[src/rtl/clock_rate_select.sv]
// System-clock generator for the breadboard CPU: divides the master clock into a
// one-cycle enable (sys_ce) plus a probe square wave, with halt and single-step.
module clock_rate_select #(
  parameter int                          NUM_RATES = 4,
  parameter int                          CNT_W     = 16,
  parameter logic [NUM_RATES*CNT_W-1:0]  DIVS      = {16'd1000, 16'd8, 16'd2, 16'd1},
  parameter int                          DEBOUNCE  = 4,
  localparam int                         SEL_W     = (NUM_RATES > 1) ? $clog2(NUM_RATES) : 1
) (
  input  logic             clk,
  input  logic             rst,
  input  logic [SEL_W-1:0] sel,
  input  logic [1:0]       mode,
  input  logic             step_btn,
  input  logic             hlt,
  output logic             sys_ce,
  output logic             sys_clk,
  output logic [SEL_W-1:0] active_sel,
  output logic             switching,
  output logic             halted
);

  localparam int DB_W = (DEBOUNCE > 1) ? $clog2(DEBOUNCE) : 1;

  typedef enum logic [1:0] {EFF_RUN, EFF_HALT, EFF_STEP} eff_t;

  function automatic logic [SEL_W-1:0] clamp_sel(input logic [SEL_W-1:0] s);
    if (int'(s) >= NUM_RATES) return SEL_W'(NUM_RATES - 1);
    return s;
  endfunction

  // A zero divide ratio would never wrap, so it is read as 1.
  function automatic logic [CNT_W-1:0] div_of(input logic [SEL_W-1:0] idx);
    logic [CNT_W-1:0] d;
    d = CNT_W'(1);
    for (int i = 0; i < NUM_RATES; i++) begin
      if (idx == SEL_W'(i)) d = DIVS[i*CNT_W +: CNT_W];
    end
    if (d == '0) d = CNT_W'(1);
    return d;
  endfunction

  logic             step_p0, step_p1;
  logic             db_level, db_level_n;
  logic [DB_W-1:0]  db_cnt, db_cnt_n;
  logic             db_rise, db_rise_n;
  logic [SEL_W-1:0] pending, pending_n;
  logic [SEL_W-1:0] active_n;
  logic [CNT_W-1:0] cnt, cnt_n;
  logic [CNT_W-1:0] div_now;
  logic             ce_n, clk_n, switching_n, halted_n;
  eff_t             eff;

  always_comb begin
    pending_n  = clamp_sel(sel);
    halted_n   = halted | hlt;

    db_level_n = db_level;
    db_cnt_n   = '0;
    db_rise_n  = 1'b0;
    if (step_p1 != db_level) begin
      if (db_cnt == DB_W'(DEBOUNCE - 1)) begin
        db_level_n = step_p1;
        db_rise_n  = step_p1;
      end else begin
        db_cnt_n = db_cnt + DB_W'(1);
      end
    end

    eff = EFF_HALT;
    if (!halted) begin
      case (mode)
        2'b00:   eff = EFF_RUN;
        2'b10:   eff = EFF_STEP;
        default: eff = EFF_HALT;
      endcase
    end

    // Outside a RUN period boundary the counter stays cleared and the rate
    // tracks the request directly, so leaving HALT/STEP starts a fresh period.
    active_n = pending;
    cnt_n    = '0;
    ce_n     = 1'b0;
    div_now  = '0;
    case (eff)
      EFF_RUN: begin
        if (!sys_ce) active_n = active_sel;
        div_now = div_of(active_n);
        if (cnt >= div_now - CNT_W'(1)) ce_n = 1'b1;
        else                            cnt_n = cnt + CNT_W'(1);
      end
      EFF_STEP: ce_n = db_rise;
      default:  ;
    endcase

    clk_n       = sys_clk ^ ce_n;
    switching_n = (pending_n != active_n);
  end

  always_ff @(posedge clk or posedge rst) begin
    if (rst) begin
      step_p0    <= 1'b0;
      step_p1    <= 1'b0;
      db_level   <= 1'b0;
      db_cnt     <= '0;
      db_rise    <= 1'b0;
      pending    <= '0;
      active_sel <= '0;
      cnt        <= '0;
      sys_ce     <= 1'b0;
      sys_clk    <= 1'b0;
      switching  <= 1'b0;
      halted     <= 1'b0;
    end else begin
      step_p0    <= step_btn;
      step_p1    <= step_p0;
      db_level   <= db_level_n;
      db_cnt     <= db_cnt_n;
      db_rise    <= db_rise_n;
      pending    <= pending_n;
      active_sel <= active_n;
      cnt        <= cnt_n;
      sys_ce     <= ce_n;
      sys_clk    <= clk_n;
      switching  <= switching_n;
      halted     <= halted_n;
    end
  end

endmodule

[config.mk]
export PLATFORM = sky130hd
export DESIGN_NAME = clock_rate_select
export DESIGN_NICKNAME = d
export VERILOG_FILES = /design/src/rtl/clock_rate_select.sv
export SDC_FILE = /design/constraint.sdc
export NUM_CORES = 1
export LEC_CHECK = 0
export CAP_MARGIN = 5
export CORE_AREA = 3 3 55 57
export CTS_CLUSTER_SIZE = 12
export DETAILED_ROUTE_END_ITERATION = 6
export DIE_AREA = 0 0 58 60
export GPL_ROUTABILITY_DRIVEN = 0
export GPL_TIMING_DRIVEN = 0
export HOLD_SLACK_MARGIN = 0.08
export MAX_ROUTING_LAYER = met4
export PLACE_DENSITY_LB_ADDON = 0.3
export SETUP_SLACK_MARGIN = 0.1
export SLEW_MARGIN = 20
export SYNTH_ARGS = -nofsm -noshare
export SYNTH_HDL_FRONTEND = slang
export SYNTH_SLANG_ARGS = --single-unit
[constraint.sdc]
create_clock -name clk -period 3.2 [get_ports clk]
set_input_delay 0.8 -clock clk [delete_from_list [all_inputs] [get_ports clk]]
set_output_delay 0.8 -clock clk [all_outputs]
set_load 0.01 [all_outputs]
; Word-level counts from Yosys, hierarchy flattened
; Cells that the tools add are included.
[totals]
regBits = 30
[op_classes]
add_sub_neg = 3
magnitude_cmp = 1
n_eq_ne = 8
n_reduce_logical = 4
n_mux = 19
n_bitwise = 2
[op_table]
columns = op, count
row1 = $mux W16, 7
row2 = $add A16 B1 Y16 const B, 1
row3 = $ge A16 B16 Y1, 1
row4 = $logic_not A16 Y1, 1
row5 = $sub A16 B1 Y16 const B, 1
row6 = $mux W2, 7
row7 = $eq A2 B2 Y1 const B, 5
row8 = $logic_not A2 Y1, 2
row9 = $pmux W2 S2, 1
row10 = $mux W1, 3
row11 = $add A2 B1 Y2 const B, 1
row12 = $eq A2 B1 Y1 const B, 1
row13 = $ne A2 B2 Y1, 1
row14 = $pmux W1 S2, 1
row15 = $reduce_and A2 Y1, 1
row16 = $ne A1 B1 Y1, 1
row17 = $or A1 B1 Y1, 1
row18 = $xor A1 B1 Y1, 1

; Logic depth before layout (Yosys ltp)
; Gate-level depths: netlist (run 1).
[depth]
ltp_word = 18
depth_mapped = 9

; Worst setup path before layout (run 1)
; Ideal clock, no wire load.
[synth_path]
path_type = flip-flop to flip-flop
start = register sys_ce
end = register cnt[10]
arrival_ns = 2.244
n_path_buf = 1
synth_period_minus_slack_ns = 2.315
path_stages_with_launch = 10
setup_time_ns = 0.071
required_ns = 3.129
slack_ns = 0.885
cell_sequence = dfrtp_1 mux2i_1 or2_2 ha_1 a21oi_1 o21ai_1 a21o_1 a2111o_1 buf_2 nor2_1
[synth_between]
elab_chain_cells = 14
word_cells_on_any_way = 16
classes_between = add/sub (1) / order compare (1) / eq/ne (3) / mux (10) / reduce/logical (1)
[synth_lines]
columns = element, line
row1 = start: declaration, 16  ; output logic sys_ce,
row2 = start signal: assignment, 123  ; sys_ce <= ce_n;
row3 = $mux W2 *, 87  ; if (!sys_ce) active_n = active_sel;
row4 = $mux W2 *, 85  ; case (eff)
row5 = $eq A2 B1 Y1, 37  ; if (idx == SEL_W'(i)) d = DIVS[i*CNT_W +: CNT_W];
row6 = $mux W2, 37
row7 = $mux W16, 37
row8 = $mux W16 *, 37
row9 = $mux W16 *, 85
row10 = $logic_not A16 Y1, 39  ; if (d == '0) d = CNT_W'(1);
row11 = $mux W16 *, 39
row12 = $mux W16 *, 85
row13 = $sub A16 B1 Y16 *, 89  ; if (cnt >= div_now - CNT_W'(1)) ce_n = 1'b1;
row14 = $ge A16 B16 Y1 *, 89
row15 = $mux W16 *, 89
row16 = $mux W16 *, 85
row17 = net cnt_n[10], 49  ; logic [CNT_W-1:0] cnt, cnt_n;
row18 = end signal: assignment, 122  ; cnt <= cnt_n;
row19 = end: declaration, 49
; Mark *: on every way through the listed nets, which the timed path passes. The rest lies on a longest branch. The select of a mux whose other input is x is not followed.
; A chain may end at the register's enable or synchronous reset.

; Final worst setup path (run 1)
[layout_path]
start = register sys_ce
end = register cnt[0]
; Same word-level chain as after synthesis.

==> reports/results.ini, run 1 <==
[job]
drv_cap=0

[timing]
setup_ws_ns=0.648
period_share=0.797
final_max_slew_viol_count=0
setup_viol=0
fin_skew_ns=0.00484
timing.fmax_mhz=392
fin_crit_ns=2.55
rsz0062_at_grt=false
tns_ns=0
maxSlewHeadroom=0.595
final_hold_viol_count=0
worstMarginPinSlew_ns=0.606

[floorplan]
fp-row-count=18
coreArea_sq_um=2520
start_util=0.549
die_h_microns=60
die_x_microns=58
ios=14
dieArea_sq_um=3480

[synth]
yosys-top-cells-area=dfrtp_1, ha_1, xor2_1, nor2_1, xnor2_1
ys_seq_area_frac=0.542
synthCells=121
synth_cell_types=30
ys_ff_latch=30
netlist_area_sq_um=1380
synth.avg_cell_area_sq_um=11.4
ys.warnings.count=0
synth_top_area_frac=0.542
yosys.area.top_type=dfrtp_1

[global_routing]
antenna_found_initial=0
grt_pass1_vias=978
grt_use_total=0.162
grt_max_degree=31
grt_first_pass_wirelength_microns=4030
overflow=0

[worst_setup_path]
worstSetupPathType=reg -> reg
startpoint_type=flop
r2r_setup_slack_ns=0.65
crit_end=cnt[0]$_DFF_PP0_
crit_required_ns=3.45
worstReg2RegStart=sys_ce$_DFF_PP0_
worst-path-max-fanout=10
startpoint=sys_ce$_DFF_PP0_
end_kind=flop
r2r_end=cnt[0]$_DFF_PP0_
reg2regPathDepth=9
arrival_ns=2.80

[hold_path]
hold_path.class=reg -> reg

[power]
power_frac_clock=0.374
power.total_mw=0.812
p_leak_nw=0.731
seqPwrFrac=0.519
peakVddDrop_mv=0.451
intPower_mw=0.636
pwr-share-comb=0.108
p_sw_mw=0.177
switching_share=0.217
power.density_nw_per_um2=493

[routing]
via_count=925
wire_per_inst_microns=12.8
wirelength_microns=2240
firstDrtPassIters=4
viasPerCell=5.29
drt_iter0_drc=32
post-route-drc-count=0
detail-route-antenna-nets=0

[clock_network]
tritoncts=built
cts_setup_buffers=0
cts.path.max_buffers=2
clk_pin_slew_ns=0.09
ctsRootBufferMaster=clkbuf_4
hold_buffers=0
clock_latency_ns=0.32
h-tree-depth=2
postCtsResizedCells=0
numCtsBuffers=5
cts.sinks=30

[finish]
syn_to_final_growth_pct=19.1
nFillCells=209
drive_gt1_frac=0.131
fin_util=0.653
fin_nets=164
antenna_cells=0
layout.cells.non_filler=175
final_cell_mix=dfrtp_1, nor2_1, clkdlybuf4s50_1
final_common_cell=dfrtp_1

[placed_design]
port_buffers=13
dpl.cell_count=168
place_ws_ns=0.697
hpwl_microns=1670

[outcome]
status=finished, final reports clean

==> power by group through the flow <==
stage / clock [mW] / sequential (mW) / combinational (mW)
2_1_floorplan: 0 / 0.428 / 0.0550
3_3_place_gp: 0 / 0.427 / 0.0832
3_5_place_dp: 0 / 0.430 / 0.0884
4_1_cts: 0.314 / 0.422 / 0.0892
5_1_grt: 0.329 / 0.426 / 0.0986
6_report: 0.303 / 0.421 / 0.0874
==> critical path, cell delays in order, from the launching register on <==
cell	delay (ns)
dfrtp_1	0.43
mux2i_1	0.45
or2_2	0.24
ha_1	0.25
a21oi_1	0.13
o21ai_1	0.11
a21o_1	0.16
a2111o_1	0.38
buf_2	0.19
nor2_1	0.12
==> cell families after synthesis <==
family                   count (synthesis)  synth area share
multiplexers                             4            0.0307
adder cells (fa/ha/maj)                 11            0.0995
flip-flops                              30             0.542
buffers and inverters                    4            0.0118
AND/OR/NAND/NOR                         47             0.169
AO/OA/AOI/OAI                           10            0.0588
other                                    2           0.00543
XOR/XNOR                                13            0.0823
==> cells in the mapped netlist (all sizes together) <==
cell / number
nand3: 4
ha: 11
mux2i: 2
or2: 3
xnor2: 6
a21o: 1
and3b: 1
mux2: 2
and3: 2
buf: 1
and4: 1
nand2: 9
nor2: 17
dfrtp: 30
inv: 3
a21oi: 3
o21ai: 2
nor4: 2
nor2b: 3
a211oi: 1
xor2: 7
a2111o: 1
conb: 2
a2111oi: 1
nor3: 2
a31oi: 1
nand4: 3
==> registers in the layout, summed over array words and instances, names as in the netlist <==
signal	cells
sys_ce	1
halted	1
active_sel	2
sys_clk	1
cnt	16
step_p1	1
pending	2
db_rise	1
db_level	1
db_cnt	2
switching	1
step_p0	1
==> worst min path at each step <==
stage | startpoint | to | slack, ns | depth (start not counted)
finish | step_p0$_DFF_PP0_ | step_p1$_DFF_PP0_ | 0.36 | 0
global route | step_p0$_DFF_PP0_ | step_p1$_DFF_PP0_ | 0.37 | 0
CTS | step_p0$_DFF_PP0_ | step_p1$_DFF_PP0_ | 0.37 | 0
detailed placement | step_p0$_DFF_PP0_ | step_p1$_DFF_PP0_ | 0.35 | 0
global placement | step_p0$_DFF_PP0_ | step_p1$_DFF_PP0_ | 0.34 | 0
floorplan | step_p0$_DFF_PP0_ | step_p1$_DFF_PP0_ | 0.33 | 0
==> metrics by stage <==
step,hold slack (ns),instance area [sq um]
2_1_floorplan,0.331,1400
3_3_place_gp,0.342,1570
6_report,0.362,1650
3_5_place_dp,0.348,1570
5_1_grt,0.374,1650
4_1_cts,0.369,1650
==> area by class of cell <==
type,count,area [sq um],area share
Sequential cell,30,751,0.456
Clock buffer,6,51.3,0.0311
Clock inverter,1,30.0,0.0182
Inverter,3,11.3,0.00683
Buffer,1,5.00,0.00304
Timing Repair Buffer,13,130,0.0790
Tap cell,30,37.5,0.0228
Multi-Input combinational cell,91,632,0.383
==> routing by layer <==
metal / wire [microns] / global-route usage / vias up
met3: 101 / 0.0454 / 8
met2: 1090 / 0.261 / 21
met4: 62 / 0.103 / 0
met5: 0 / - / -
li1: - / - / 454
met1: 982 / 0.176 / 442
No activity file was read; power rests on OpenSTA's default activity.
==> run 2: changes to the inputs <==
--- a/config.mk
+++ b/config.mk
@@ -6,10 +6,10 @@
 export NUM_CORES = 1
 export LEC_CHECK = 0
 export CAP_MARGIN = 5
-export CORE_AREA = 3 3 55 57
+export CORE_AREA = 3 3 58 60
 export CTS_CLUSTER_SIZE = 12
 export DETAILED_ROUTE_END_ITERATION = 6
-export DIE_AREA = 0 0 58 60
+export DIE_AREA = 0 0 61 63
 export GPL_ROUTABILITY_DRIVEN = 0
 export GPL_TIMING_DRIVEN = 0
 export HOLD_SLACK_MARGIN = 0.08
==> constraint.sdc (replaced) <==
create_clock -name clk -period 2.2 [get_ports clk]
set_input_delay 0.55 -clock clk [delete_from_list [all_inputs] [get_ports clk]]
set_output_delay 0.55 -clock clk [all_outputs]
set_load 0.01 [all_outputs]
==> run 2 against run 1 <==
  * The flow now finishes with violations (negative setup slack)
  * Largest cell class unchanged
  * Clock power grew 14%
  * Sequential power grew 46%
  * Die area grew 10%
  * First-iteration DRC count grew 28%
  * Clock skew grew 0.0018 ns
  * Final area grew 5.8%
  * Total power grew 35%
  * Combinational power grew 56%
  * Critical path type unchanged
  * Sequential share of layout area shrank 2.4 points
==> reports/results.ini, run 2 (synthesized netlist as in run 1, its figures left out) <==
[finish]
fin_util=0.586  ; was 0.653
largest_reg_flops=16  ; unchanged
nFillCells=262  ; was 209
antenna_cells=0  ; unchanged
final_cell_mix=dfrtp_1, nor2_1, clkdlybuf4s50_1  ; unchanged
top_register=cnt  ; unchanged
final_common_cell=dfrtp_1  ; unchanged
layout.cells.non_filler=182  ; was 175
fin_nets=167  ; was 164
drive_gt1_frac=0.235  ; was 0.131
syn_to_final_growth_pct=26.0  ; was 19.1%

[timing]
timing.fmax_mhz=432  ; was 392 MHz
fin_skew_ns=0.00667  ; was 0.00484 ns
tns_ns=-0.953  ; was 0 ns
fin_crit_ns=2.31  ; was 2.55 ns
rsz0062_at_grt=true  ; was false
worstMarginPinSlew_ns=0.606  ; about the same
maxSlewHeadroom=0.596  ; was 0.595
period_share=1.05  ; was 0.797
setup_ws_ns=-0.112  ; was 0.648 ns
setup_viol=12  ; was 0
final_hold_viol_count=0  ; unchanged
final_max_slew_viol_count=0  ; unchanged

[power]
p_leak_nw=0.746  ; was 0.731 nW
power_frac_clock=0.315  ; was 0.374
p_sw_mw=0.279  ; was 0.177 mW
pwr-share-comb=0.124  ; was 0.108
power.density_nw_per_um2=629  ; was 493 nW/um^2
intPower_mw=0.819  ; was 0.636 mW
seqPwrFrac=0.561  ; was 0.519
peakVddDrop_mv=0.444  ; was 0.451 mV
power.total_mw=1.10  ; was 0.812 mW
switching_share=0.254  ; was 0.217

[routing]
detail-route-antenna-nets=0  ; unchanged
viasPerCell=5.22  ; was 5.29
wirelength_microns=2480  ; was 2240 microns
via_count=950  ; was 925
post-route-drc-count=0  ; unchanged
firstDrtPassIters=4  ; unchanged
drt_iter0_drc=41  ; was 32
wire_per_inst_microns=13.6  ; was 12.8 microns

[placed_design]
dpl.cell_count=171  ; was 168
port_buffers=13  ; unchanged
hpwl_microns=1780  ; was 1670 microns

[floorplan]
start_util=0.465  ; was 0.549
dieArea_sq_um=3840  ; was 3480 sq um
coreArea_sq_um=2980  ; was 2520 sq um
die_x_microns=61  ; was 58 microns
ios=14  ; unchanged
die_h_microns=63  ; was 60 microns
fp-row-count=20  ; was 18

[worst_setup_path]
crit_required_ns=2.45  ; was 3.45 ns
worst-path-max-fanout=10  ; unchanged
end_kind=flop  ; unchanged
startpoint_type=flop  ; unchanged
worstSetupPathType=reg -> reg  ; unchanged
arrival_ns=2.56  ; was 2.80 ns

[global_routing]
grt_max_degree=31  ; unchanged
grt_use_total=0.158  ; was 0.162
overflow=0  ; unchanged
grt_first_pass_wirelength_microns=4490  ; was 4030 microns
grt_pass1_vias=1009  ; was 978
antenna_found_initial=0  ; unchanged

[clock_network]
clk_pin_slew_ns=0.10  ; was 0.09 ns
h-tree-depth=2  ; unchanged
numCtsBuffers=5  ; unchanged
tritoncts=built  ; unchanged
clock_latency_ns=0.32  ; about the same
cts.sinks=30  ; unchanged
ctsRootBufferMaster=clkbuf_4  ; unchanged
cts.path.max_buffers=2  ; unchanged

[hold_path]
hold_path.class=reg -> reg  ; unchanged

[outcome]
status=finished with violations  ; was finished, final reports clean
violations=negative setup slack

[job]
drv_cap=0  ; unchanged

## run 2: cell count changes in the layout (fill, tap and decap cells not counted), moves of 2 or more
| cell | before | now |
|---|---|---|
| buf_4 | 0 | 3 |
| ha_1 | 11 | 9 |
| a21oi_2 | 0 | 2 |
| a21oi_1 | 3 | 1 |
| nor2_1 | 16 | 13 |
| ha_4 | 0 | 2 |
| nor2_2 | 1 | 4 |
## run 2: area by class of cell
class | count | area, sq um | area share
multi-input cells | 91 | 712 | 0.408
repair buffers | 16 | 153 | 0.0875
inverters | 3 | 11.3 | 0.00646
clock inverters | 2 | 12.5 | 0.00717
plain buffers | 1 | 11.3 | 0.00646
clock buffers | 6 | 51.3 | 0.0294
well taps | 33 | 41.3 | 0.0237
flip-flops and latches | 30 | 752 | 0.431
## run 2: metrics by stage
step	worst slack [ns]	area, sq um	hold slack, ns
global placement	-0.122	1630	0.347
detailed placement	-0.141	1630	0.348
floorplan	-0.0111	1460	0.331
finish	-0.112	1740	0.366
CTS	-0.119	1720	0.371
global route	-0.214	1740	0.377
## run 2: path summary, 6_finish.rpt
path | from | to | slack [ns] | depth (start not counted)
max in group asynchronous | rst | sys_ce$_DFF_PP0_ | 1.16 | 2
setup / recovery | sys_ce$_DFF_PP0_ | cnt[10]$_DFF_PP0_ | -0.11 | 9
hold / removal | step_p0$_DFF_PP0_ | step_p1$_DFF_PP0_ | 0.37 | 0
min in group asynchronous | rst | cnt[5]$_DFF_PP0_ | 0.61 | 2
setup reg to reg | sys_ce$_DFF_PP0_ | cnt[10]$_DFF_PP0_ | -0.11 | 9
hold reg to reg | step_p0$_DFF_PP0_ | step_p1$_DFF_PP0_ | 0.37 | 0
## run 2: critical path, cell delays in order (launching register included)
cell	delay, ns
dfrtp_2	0.46
mux2i_4	0.22
or2_4	0.28
ha_4	0.23
a21oi_2	0.14
o21ai_2	0.08
a21o_1	0.15
a2111o_1	0.40
buf_6	0.16
nor2_1	0.11
## run 2: power by group through the flow
stage	registers [mW]	clock network, mW	logic, mW
2_1_floorplan	0.624	0	0.0847
3_3_place_gp	0.622	0	0.126
3_5_place_dp	0.627	0	0.135
4_1_cts	0.616	0.355	0.138
5_1_grt	0.621	0.383	0.155
6_report	0.616	0.346	0.136
## run 2: what timing repair did
item                       CTS  global route
gates resized for setup      1             6
buffers inserted             2             1
setup endpoints to repair   13            13
pin swaps                    3             1
hold buffers                 0             0
## run 2: per-layer routing
layer | track usage | part of all wire
met2 | 0.239 | 0.52
met5 | - | 0
met1 | 0.188 | 0.42
met4 | 0.0569 | 0.011
met3 | 0.0599 | 0.049
